==> config.mk <==
export PLATFORM = sky130hd
export DESIGN_NAME = vexriscv_bus_arbiter
export DESIGN_NICKNAME = d
export VERILOG_FILES = /design/src/rtl/vexriscv_bus_pkg.sv /design/src/rtl/vexriscv_bus_timeout.sv /design/src/rtl/vexriscv_bus_arbiter.sv
export SDC_FILE = /design/constraint.sdc
export NUM_CORES = 1
export LEC_CHECK = 0
export ABC_CLOCK_PERIOD_IN_PS = 2400
export CAP_MARGIN = 25
export CORE_AREA = 2 2 109 111
export CTS_BUF_LIST = sky130_fd_sc_hd__clkbuf_8
export DETAILED_ROUTE_END_ITERATION = 6
export DIE_AREA = 0 0 111 113
export PLACE_DENSITY = 0.74
export SLEW_MARGIN = 30
export SYNTH_ARGS = -nofsm -noshare
export SYNTH_HDL_FRONTEND = slang
export SYNTH_SLANG_ARGS = --single-unit
==> constraint.sdc <==
create_clock -name clock -period 2.4 [get_ports clock]
set_input_delay 0.36 -clock clock [delete_from_list [all_inputs] [get_ports clock]]
set_output_delay 0.36 -clock clock [all_outputs]
set_load 0.01 [all_outputs]
==> src/rtl/vexriscv_bus_pkg.sv <==
// rtl/vexriscv_bus_pkg.sv - shared types and helpers for the VexRiscv bus arbiter
// Purpose: arbiter FSM state encoding, latched memory command record, byte-lane helper.
// Ports: none (package).
package vexriscv_bus_pkg;

  typedef enum logic [1:0] {
    IDLE = 2'd0,
    CMD  = 2'd1,
    RSP  = 2'd2
  } arb_state_t;

  typedef struct packed {
    logic [31:0] addr;
    logic        wr;
    logic [31:0] wdata;
    logic [3:0]  wstrb;
    logic        instr;
  } mem_cmd_t;

  // Byte-lane enables for a store of the given size at the given low address bits.
  function automatic logic [3:0] size_to_wstrb(input logic [1:0] size, input logic [1:0] addr_lo);
    logic [3:0] strb;
    case (size)
      2'd0:    strb = 4'b0001 << addr_lo;
      2'd1:    strb = addr_lo[1] ? 4'b1100 : 4'b0011;
      default: strb = 4'b1111;
    endcase
    return strb;
  endfunction

endpackage

==> src/rtl/vexriscv_bus_timeout.sv <==
// rtl/vexriscv_bus_timeout.sv - response wait counter with expiry flag
// Purpose: counts cycles spent waiting for a memory response and flags expiry.
// Ports:
//   clock, reset  - clock and synchronous active-high reset
//   clear         - force the count to zero (held while not waiting)
//   enable        - count this cycle (waiting, no response seen)
//   expired       - count has reached TIMEOUT
module vexriscv_bus_timeout #(
  parameter int TIMEOUT = 15,
  parameter int CNT_W   = 4
) (
  input  logic clock,
  input  logic reset,
  input  logic clear,
  input  logic enable,
  output logic expired
);

  logic [CNT_W-1:0] count;

  // Saturates at TIMEOUT so expiry stays asserted until the owner clears it.
  always_ff @(posedge clock) begin
    if (reset || clear) begin
      count <= '0;
    end else if (enable && !expired) begin
      count <= count + 1'b1;
    end
  end

  assign expired = (count == CNT_W'(TIMEOUT));

endmodule

==> src/rtl/vexriscv_bus_arbiter.sv <==
// rtl/vexriscv_bus_arbiter.sv - round-robin merge of VexRiscv iBus/dBus onto one memory port
// Purpose: grants one of iBus/dBus (round-robin on contention), issues a single
//   outstanding memory command, returns load/fetch responses to the owner, swallows
//   store responses, and forces an error response when memory does not answer.
// Ports:
//   clock, reset                         - clock, synchronous active-high reset
//   iBus_cmd_* / iBus_rsp_*              - instruction fetch command and response
//   dBus_cmd_* / dBus_rsp_*              - data load/store command and load response
//   mem_cmd_* / mem_rsp_*                - shared memory request/response port
//   stray_rsp                            - memory response arriving when none is awaited
module vexriscv_bus_arbiter
  import vexriscv_bus_pkg::*;
#(
  parameter int TIMEOUT = 15,
  parameter int CNT_W   = 4
) (
  input  logic        clock,
  input  logic        reset,
  input  logic        iBus_cmd_valid,
  output logic        iBus_cmd_ready,
  input  logic [31:0] iBus_cmd_payload_pc,
  output logic        iBus_rsp_ready,
  output logic [31:0] iBus_rsp_inst,
  output logic        iBus_rsp_error,
  input  logic        dBus_cmd_valid,
  output logic        dBus_cmd_ready,
  input  logic        dBus_cmd_payload_wr,
  input  logic [31:0] dBus_cmd_payload_address,
  input  logic [31:0] dBus_cmd_payload_data,
  input  logic [1:0]  dBus_cmd_payload_size,
  output logic        dBus_rsp_ready,
  output logic [31:0] dBus_rsp_data,
  output logic        dBus_rsp_error,
  output logic        mem_cmd_valid,
  input  logic        mem_cmd_ready,
  output logic [31:0] mem_cmd_addr,
  output logic        mem_cmd_wr,
  output logic [31:0] mem_cmd_wdata,
  output logic [3:0]  mem_cmd_wstrb,
  output logic        mem_cmd_instr,
  input  logic        mem_rsp_valid,
  input  logic [31:0] mem_rsp_rdata,
  input  logic        mem_rsp_error,
  output logic        stray_rsp
);

  arb_state_t state, state_next;
  mem_cmd_t   cmd_q, grant_cmd;
  logic       last_i;     // 1 when the most recent grant went to iBus
  logic       grant_i, grant_d;
  logic       in_cmd, in_rsp, rsp_done, expired;
  logic       unused_pc_lo;

  assign unused_pc_lo = ^iBus_cmd_payload_pc[1:0];

  // Grants only happen in IDLE; on contention the side not served last wins.
  assign grant_i = (state == IDLE) && !reset && iBus_cmd_valid && (!dBus_cmd_valid || !last_i);
  assign grant_d = (state == IDLE) && !reset && dBus_cmd_valid && !grant_i;

  assign in_cmd   = (state == CMD) && !reset;
  assign in_rsp   = (state == RSP) && !reset;
  // A real response in the expiry cycle takes priority over the forced error.
  assign rsp_done = in_rsp && (mem_rsp_valid || expired);

  vexriscv_bus_timeout #(
    .TIMEOUT(TIMEOUT),
    .CNT_W  (CNT_W)
  ) u_timeout (
    .clock  (clock),
    .reset  (reset),
    .clear  (state != RSP),
    .enable ((state == RSP) && !mem_rsp_valid),
    .expired(expired)
  );

  always_ff @(posedge clock) begin
    if (reset) begin
      state <= IDLE;
    end else begin
      state <= state_next;
    end
  end

  always_comb begin
    state_next = state;
    case (state)
      IDLE:    if (grant_i || grant_d) state_next = CMD;
      CMD:     if (mem_cmd_ready) state_next = RSP;
      RSP:     if (mem_rsp_valid || expired) state_next = IDLE;
      default: state_next = IDLE;
    endcase
  end

  always_comb begin
    grant_cmd = '0;
    if (grant_i) begin
      grant_cmd.addr  = {iBus_cmd_payload_pc[31:2], 2'b00};
      grant_cmd.instr = 1'b1;
    end else if (grant_d) begin
      grant_cmd.addr  = {dBus_cmd_payload_address[31:2], 2'b00};
      grant_cmd.wr    = dBus_cmd_payload_wr;
      grant_cmd.wdata = dBus_cmd_payload_wr ? dBus_cmd_payload_data : 32'h0;
      grant_cmd.wstrb = dBus_cmd_payload_wr ?
                        size_to_wstrb(dBus_cmd_payload_size, dBus_cmd_payload_address[1:0]) : 4'b0000;
    end
  end

  // The latched command also records the owner (instr) for routing the response.
  always_ff @(posedge clock) begin
    if (reset) begin
      cmd_q  <= '0;
      last_i <= 1'b0;
    end else if (grant_i || grant_d) begin
      cmd_q  <= grant_cmd;
      last_i <= grant_i;
    end
  end

  always_comb begin
    iBus_rsp_ready = 1'b0;
    iBus_rsp_inst  = 32'h0;
    iBus_rsp_error = 1'b0;
    dBus_rsp_ready = 1'b0;
    dBus_rsp_data  = 32'h0;
    dBus_rsp_error = 1'b0;
    // Store responses are consumed here and never reach the core.
    if (rsp_done && !cmd_q.wr) begin
      if (cmd_q.instr) begin
        iBus_rsp_ready = 1'b1;
        iBus_rsp_inst  = mem_rsp_valid ? mem_rsp_rdata : 32'h0;
        iBus_rsp_error = mem_rsp_valid ? mem_rsp_error : 1'b1;
      end else begin
        dBus_rsp_ready = 1'b1;
        dBus_rsp_data  = mem_rsp_valid ? mem_rsp_rdata : 32'h0;
        dBus_rsp_error = mem_rsp_valid ? mem_rsp_error : 1'b1;
      end
    end
  end

  assign iBus_cmd_ready = grant_i;
  assign dBus_cmd_ready = grant_d;

  assign mem_cmd_valid = in_cmd;
  assign mem_cmd_addr  = cmd_q.addr;
  assign mem_cmd_wr    = cmd_q.wr;
  assign mem_cmd_wdata = cmd_q.wdata;
  assign mem_cmd_wstrb = cmd_q.wstrb;
  assign mem_cmd_instr = cmd_q.instr;

  // Responses outside RSP (e.g. after a timeout or reset) are dropped but flagged.
  assign stray_rsp = mem_rsp_valid && !in_rsp;

endmodule

Word level (Yosys, flattened, before mapping)
Cells that the tools add are included.
- register bits after elaboration: 77
- word-level logic and storage cells: 71
- $add $sub $neg: 1
- eq/ne operators: 8
- shift operators: 1
- multiplexer cells: 26
- reduce and logical (&&, ||, !) cells: 27
- operators with widths (operator ; count):
    two-way mux 32 bit ; 7
    two-way mux 69 bit ; 1
    two-way mux 37 bit ; 1
    logical AND 1 bit ; 12
    two-way mux 1 bit ; 10
    logical NOT 1 bit ; 8
    two-way mux 4 bit ; 2
    one-hot mux 4 bit (2 select lines) ; 1
    two-way mux 2 bit ; 3
    one-hot mux 2 bit (3 select lines) ; 1
    adder 4 x 1 -> 4 bit, second input constant ; 1
    equality test 2 x 1 -> 1 bit, second input constant ; 2
    equality test 4 bit, second input constant ; 1
    logical NOT 2 bit ; 2
    logical OR 1 bit ; 4
    inequality test 2 x 1 -> 1 bit, second input constant ; 2
    inequality test 2 bit, second input constant ; 2
    left shift 1 x 2 -> 4 bit, first input constant ; 1
    AND reduction 3 bit ; 1
    equality test 2 bit, second input constant ; 1

Logic depth before layout (Yosys ltp)
- depth in word-level cells: 9
- depth in mapped cells: 7
- mapped depth without buffers: 5

Hierarchy
A second synthesis with hierarchy kept.
- cell total of the unflattened synthesis: 363
- area, all modules: 3258.1 µm²
- modules (own cells, without submodules) (module ; instances ; cells each ; area each (µm²) ; seq. area each (µm²)):
    vexriscv_bus_arbiter ; 1 ; 341 ; 3046.7 ; 1401.3
    vexriscv_bus_timeout ; 1 ; 22 ; 211.5 ; 80.1

Worst setup path after synthesis
Ideal clock, no wire load.
- path kind: input to output
- start: input port reset
- end: output port dBus_rsp_data[10]
- data arrival time: 1.553 ns
- slack: 0.487 ns
- stages: 6
- path buffers: 3
- cells stage by stage: buf_2 > or3b_1 > buf_6 > nor4_4 > clkbuf_2 > and2_1
- word-level cells in the longest chain between the ends: 5
- RTL lines (element ; RTL line ; RTL):
    start: declaration ; vexriscv_bus_arbiter.sv:18 ; input logic reset,
    logical NOT 1 bit ; vexriscv_bus_arbiter.sv:61 ; assign in_rsp = (state == RSP) && !reset;
    logical AND 1 bit ; vexriscv_bus_arbiter.sv:61 ;
    logical AND 1 bit ; vexriscv_bus_arbiter.sv:63 ; assign rsp_done = in_rsp && (mem_rsp_valid || expired);
    logical AND 1 bit ; vexriscv_bus_arbiter.sv:127 ; if (rsp_done && !cmd_q.wr) begin
    two-way mux 32 bit ; vexriscv_bus_arbiter.sv:127 ;
    end: declaration ; vexriscv_bus_arbiter.sv:32 ; output logic [31:0] dBus_rsp_data,
No other way between the ends.

Final worst setup path
- start: input port reset
- end: output port iBus_rsp_inst[5]
- word-level cells in the longest chain between the ends: 5
- RTL lines (element ; RTL line ; RTL):
    logical NOT 1 bit ; vexriscv_bus_arbiter.sv:61 ;
    logical AND 1 bit ; vexriscv_bus_arbiter.sv:61 ;
    logical AND 1 bit ; vexriscv_bus_arbiter.sv:63 ;
    logical AND 1 bit ; vexriscv_bus_arbiter.sv:127 ;
    two-way mux 32 bit ; vexriscv_bus_arbiter.sv:127 ;
    end: declaration ; vexriscv_bus_arbiter.sv:23 ; output logic [31:0] iBus_rsp_inst,
No other way between the ends.

==> impl_results.md <==
* CTS H-tree lvls at 3
* Fmax at approximately 420 MHz
* RSZ-0062 raised after global routing: yes
* GR Overflow Total at 0
* Resize count post-CTS at 76
* Net Switching at 751 µW
* Clock skew at 0.00894 ns
* Iteration-0 DRC Markers at between 300 and 400
* Initial antenna violation count at 1
* Crit path kind: in -> out
* Clock Tree Buf Depth at 2
* Post-CTS setup buffer count at 0
* Num rows at 39
* Synth top area share at between 40% and 50%
* Setup TNS at 0 ns
* Overall power at slightly below 3 mW
* Total number of vias at 3734
* Net Sw Frac at 25.6%
* Critical-path maximum fanout at 32
* CTS tree: done
* Die Area at 12500 µm²
* Gate Count Post-Synth at 358
* Failing checks: DRC
* Storage cell area at approximately 1500 µm²
* Dpl cells at 765
* Leak pwr at 2.72 nW
* Clock root buffer: clkbuf_8
* Async S/R FF share, synth at 0%
* Buffers on Ports at between 200 and 300
* Sink Count at 74
* Initial Utilization at 29.1%
* Post-synth EDFFs at 0
* Area of the multi-input gates at 1540 µm²
* Vias in the first global route at between 3000 and 4000
* Hold buffers post-CTS at 0
* Seq cells post-synth at 74
* WL/cell at 15.7 µm
* Fraction of layout cells with a size suffix above 1 at 23.0%
* Setup ws final at 0.0463 ns
* Post-synth top flop: dfxtp_1
* Critical path data arrival time at between 1.5 and 2 ns
* Crit path required time at 2.04 ns
* Comb power frac at 22.2%
* Outcome: finished, violations left
* Netlist cell types at 37
* Critical Path End Type: output port
* TritonRoute pass-1 iters at 7
* Pwr Density at 469 nW/µm²
* Routed Antenna Nets at 0
* Register share of total power at a little under half
* Slew headroom at 63.4%
* Post-Route WL at 12300 µm
* DRC at 9
* First-pass GRT wire length at 18800 µm
* Core area at about 11000 µm²
* Die width at 111 µm
* Num CTS Buffers at 9
* Placed cell area at 6270 µm²
* Peak supply drop at 0.395 mV
* WP buf/inv at 3
* Max Slew Vio Count at 0
* GRT Overall Usage at 18.7%
* Pre-CTS setup slack at -0.379 ns
* Int Pwr at between 2 and 2.5 mW
* Die Ht at 113 µm
* Fin area at 6240 µm²
* GPL Wtd Cong at 0.783
* Commonest cells in the netlist: dfxtp_1 (74), and2_2 (55), nor2_1 (44)
* Vias/cell at 4.77
* Pin count of the biggest net entering global routing at 43
* Final hold vios at 0
* CP Launch Type: input pin
* Synth warn at 0
* Final net count at 772
* Tmin final at 2.35 ns
* Period utilisation layout at 98.1%
* Slew @ Worst Pin at 0.546 ns
* Clk slew on worst S/H paths at 0.08 ns
* Mapped Area at 3280 µm²
* I/O Pins at 280
* Clock power share at 32.1%
* HP Class: reg -> reg
* Area Growth Syn to Fin at 90.0%
* Max-Cap Viols at 0
* Top-count cell post-synth: dfxtp_1
* Clk_lat worst skew at 0.35 ns
* Leading area contributor after synthesis: dfxtp_1
* Count of final setup violators at 0
* Fillers at 1044
* Final std cells w/o fill at 782
* Crit-path slowest cell: or3b_4
* Crit-path leading delay family: buffers and inverters
* CP cell instances: clkdlybuf4s50_1 -> or3b_4 -> nor4_4 -> buf_12 -> and2_2 -> clkdlybuf4s15_1
* Top post-synthesis cells by area: dfxtp_1 (45%), and2_2 (13%), a222oi_1 (9.1%)
* Critical Path Max Stage Delay at 0.43 ns
* Avg Cell Area, Syn at between 9 and 10 µm²
* Seq/Total Area, Yosys at 45.1%
* DP Wirelength at 9730 µm
final timing paths:
path                     from  cells after the start  slack, ns                to
min reg2reg  mem_cmd_wstrb[1]                      2       0.46  mem_cmd_wstrb[1]
max reg2reg          state[0]                      8       0.64  mem_cmd_addr[18]
min          mem_cmd_wstrb[1]                      2       0.46  mem_cmd_wstrb[1]
max                     reset                      6       0.05  iBus_rsp_inst[5]
power by group through the flow:
stage / registers (mW) / logic (mW) / clock network (mW)
6_report: 1.34 / 0.649 / 0.942
3_3_place_gp: 1.36 / 0.647 / 0
2_1_floorplan: 1.39 / 0.174 / 0
5_1_grt: 1.35 / 0.699 / 1.04
4_1_cts: 1.34 / 0.655 / 0.974
3_5_place_dp: 1.36 / 0.656 / 0
cell usage in the layout (no fill, tap or decap), types with 4 or more instances in the layout:
cell,count
clkdlybuf4s50_1,204
dfxtp_1,73
and2_2,55
clkbuf_2,48
nor2_1,44
a22oi_1,34
inv_1,33
a222oi_1,30
clkdlybuf4s15_1,17
buf_4,14
and2_1,10
clkbuf_8,9
nand2_1,6
a21oi_1,6
buf_12,5
nor2b_1,4
dlygate4sd2_1,4
layer usage:
layer,up-vias,routed length [µm],global-route usage [%]
met1,1733,4470,19.4
li1,1795,-,-
met5,-,0,0
met2,185,6340,33.6
met4,0,319,8.08
met3,21,1140,7.34
logic make-up (layout without fill, tap and decap cells):
group | after synthesis | count (layout) | synth area share, %
simple gates | 137 | 137 | 25.8
compound gates | 79 | 79 | 19.5
flops | 74 | 74 | 45.1
buf+inv | 64 | 343 | 8.57
fa+ha+maj | 1 | 1 | 0.381
other cells | 1 | 3 | 0.114
xor+xnor | 1 | 1 | 0.267
mux | 1 | 1 | 0.305
final cells by class:
type / instances / share of cell area, %
Multi-Input combinational cell: 221 / 24.7
Clock inverter: 7 / 1.10
Clock buffer: 9 / 1.98
Antenna cell: 1 / 0.0401
Timing Repair Buffer: 295 / 43.6
Sequential cell: 74 / 23.8
Tap cell: 143 / 2.87
Inverter: 32 / 1.92
metrics by stage:
step	hold WS (ns)	utilization, %
final	0.456	55.4
after global routing	0.493	55.4
after global placement	0.441	55.7
after CTS	0.455	56.7
after floorplan	0.476	-
after detailed placement	0.455	55.7
worst register-to-register path, cell delays in order (launching register included):
cell	delay [ns]
dfxtp_1	0.36
buf_4	0.15
nor3_1	0.05
buf_4	0.14
and3_1	0.18
buf_12	0.16
buf_4	0.17
a222oi_1	0.34
inv_1	0.08
state kept, by name, indices dropped and copies added (netlist names):
name / flops
mem_cmd_addr: 30
mem_cmd_wdata: 32
mem_cmd_instr: 1
u_timeout.count: 4
state: 2
mem_cmd_wr: 1
mem_cmd_wstrb: 4
(Power assumes the default switching activity.)
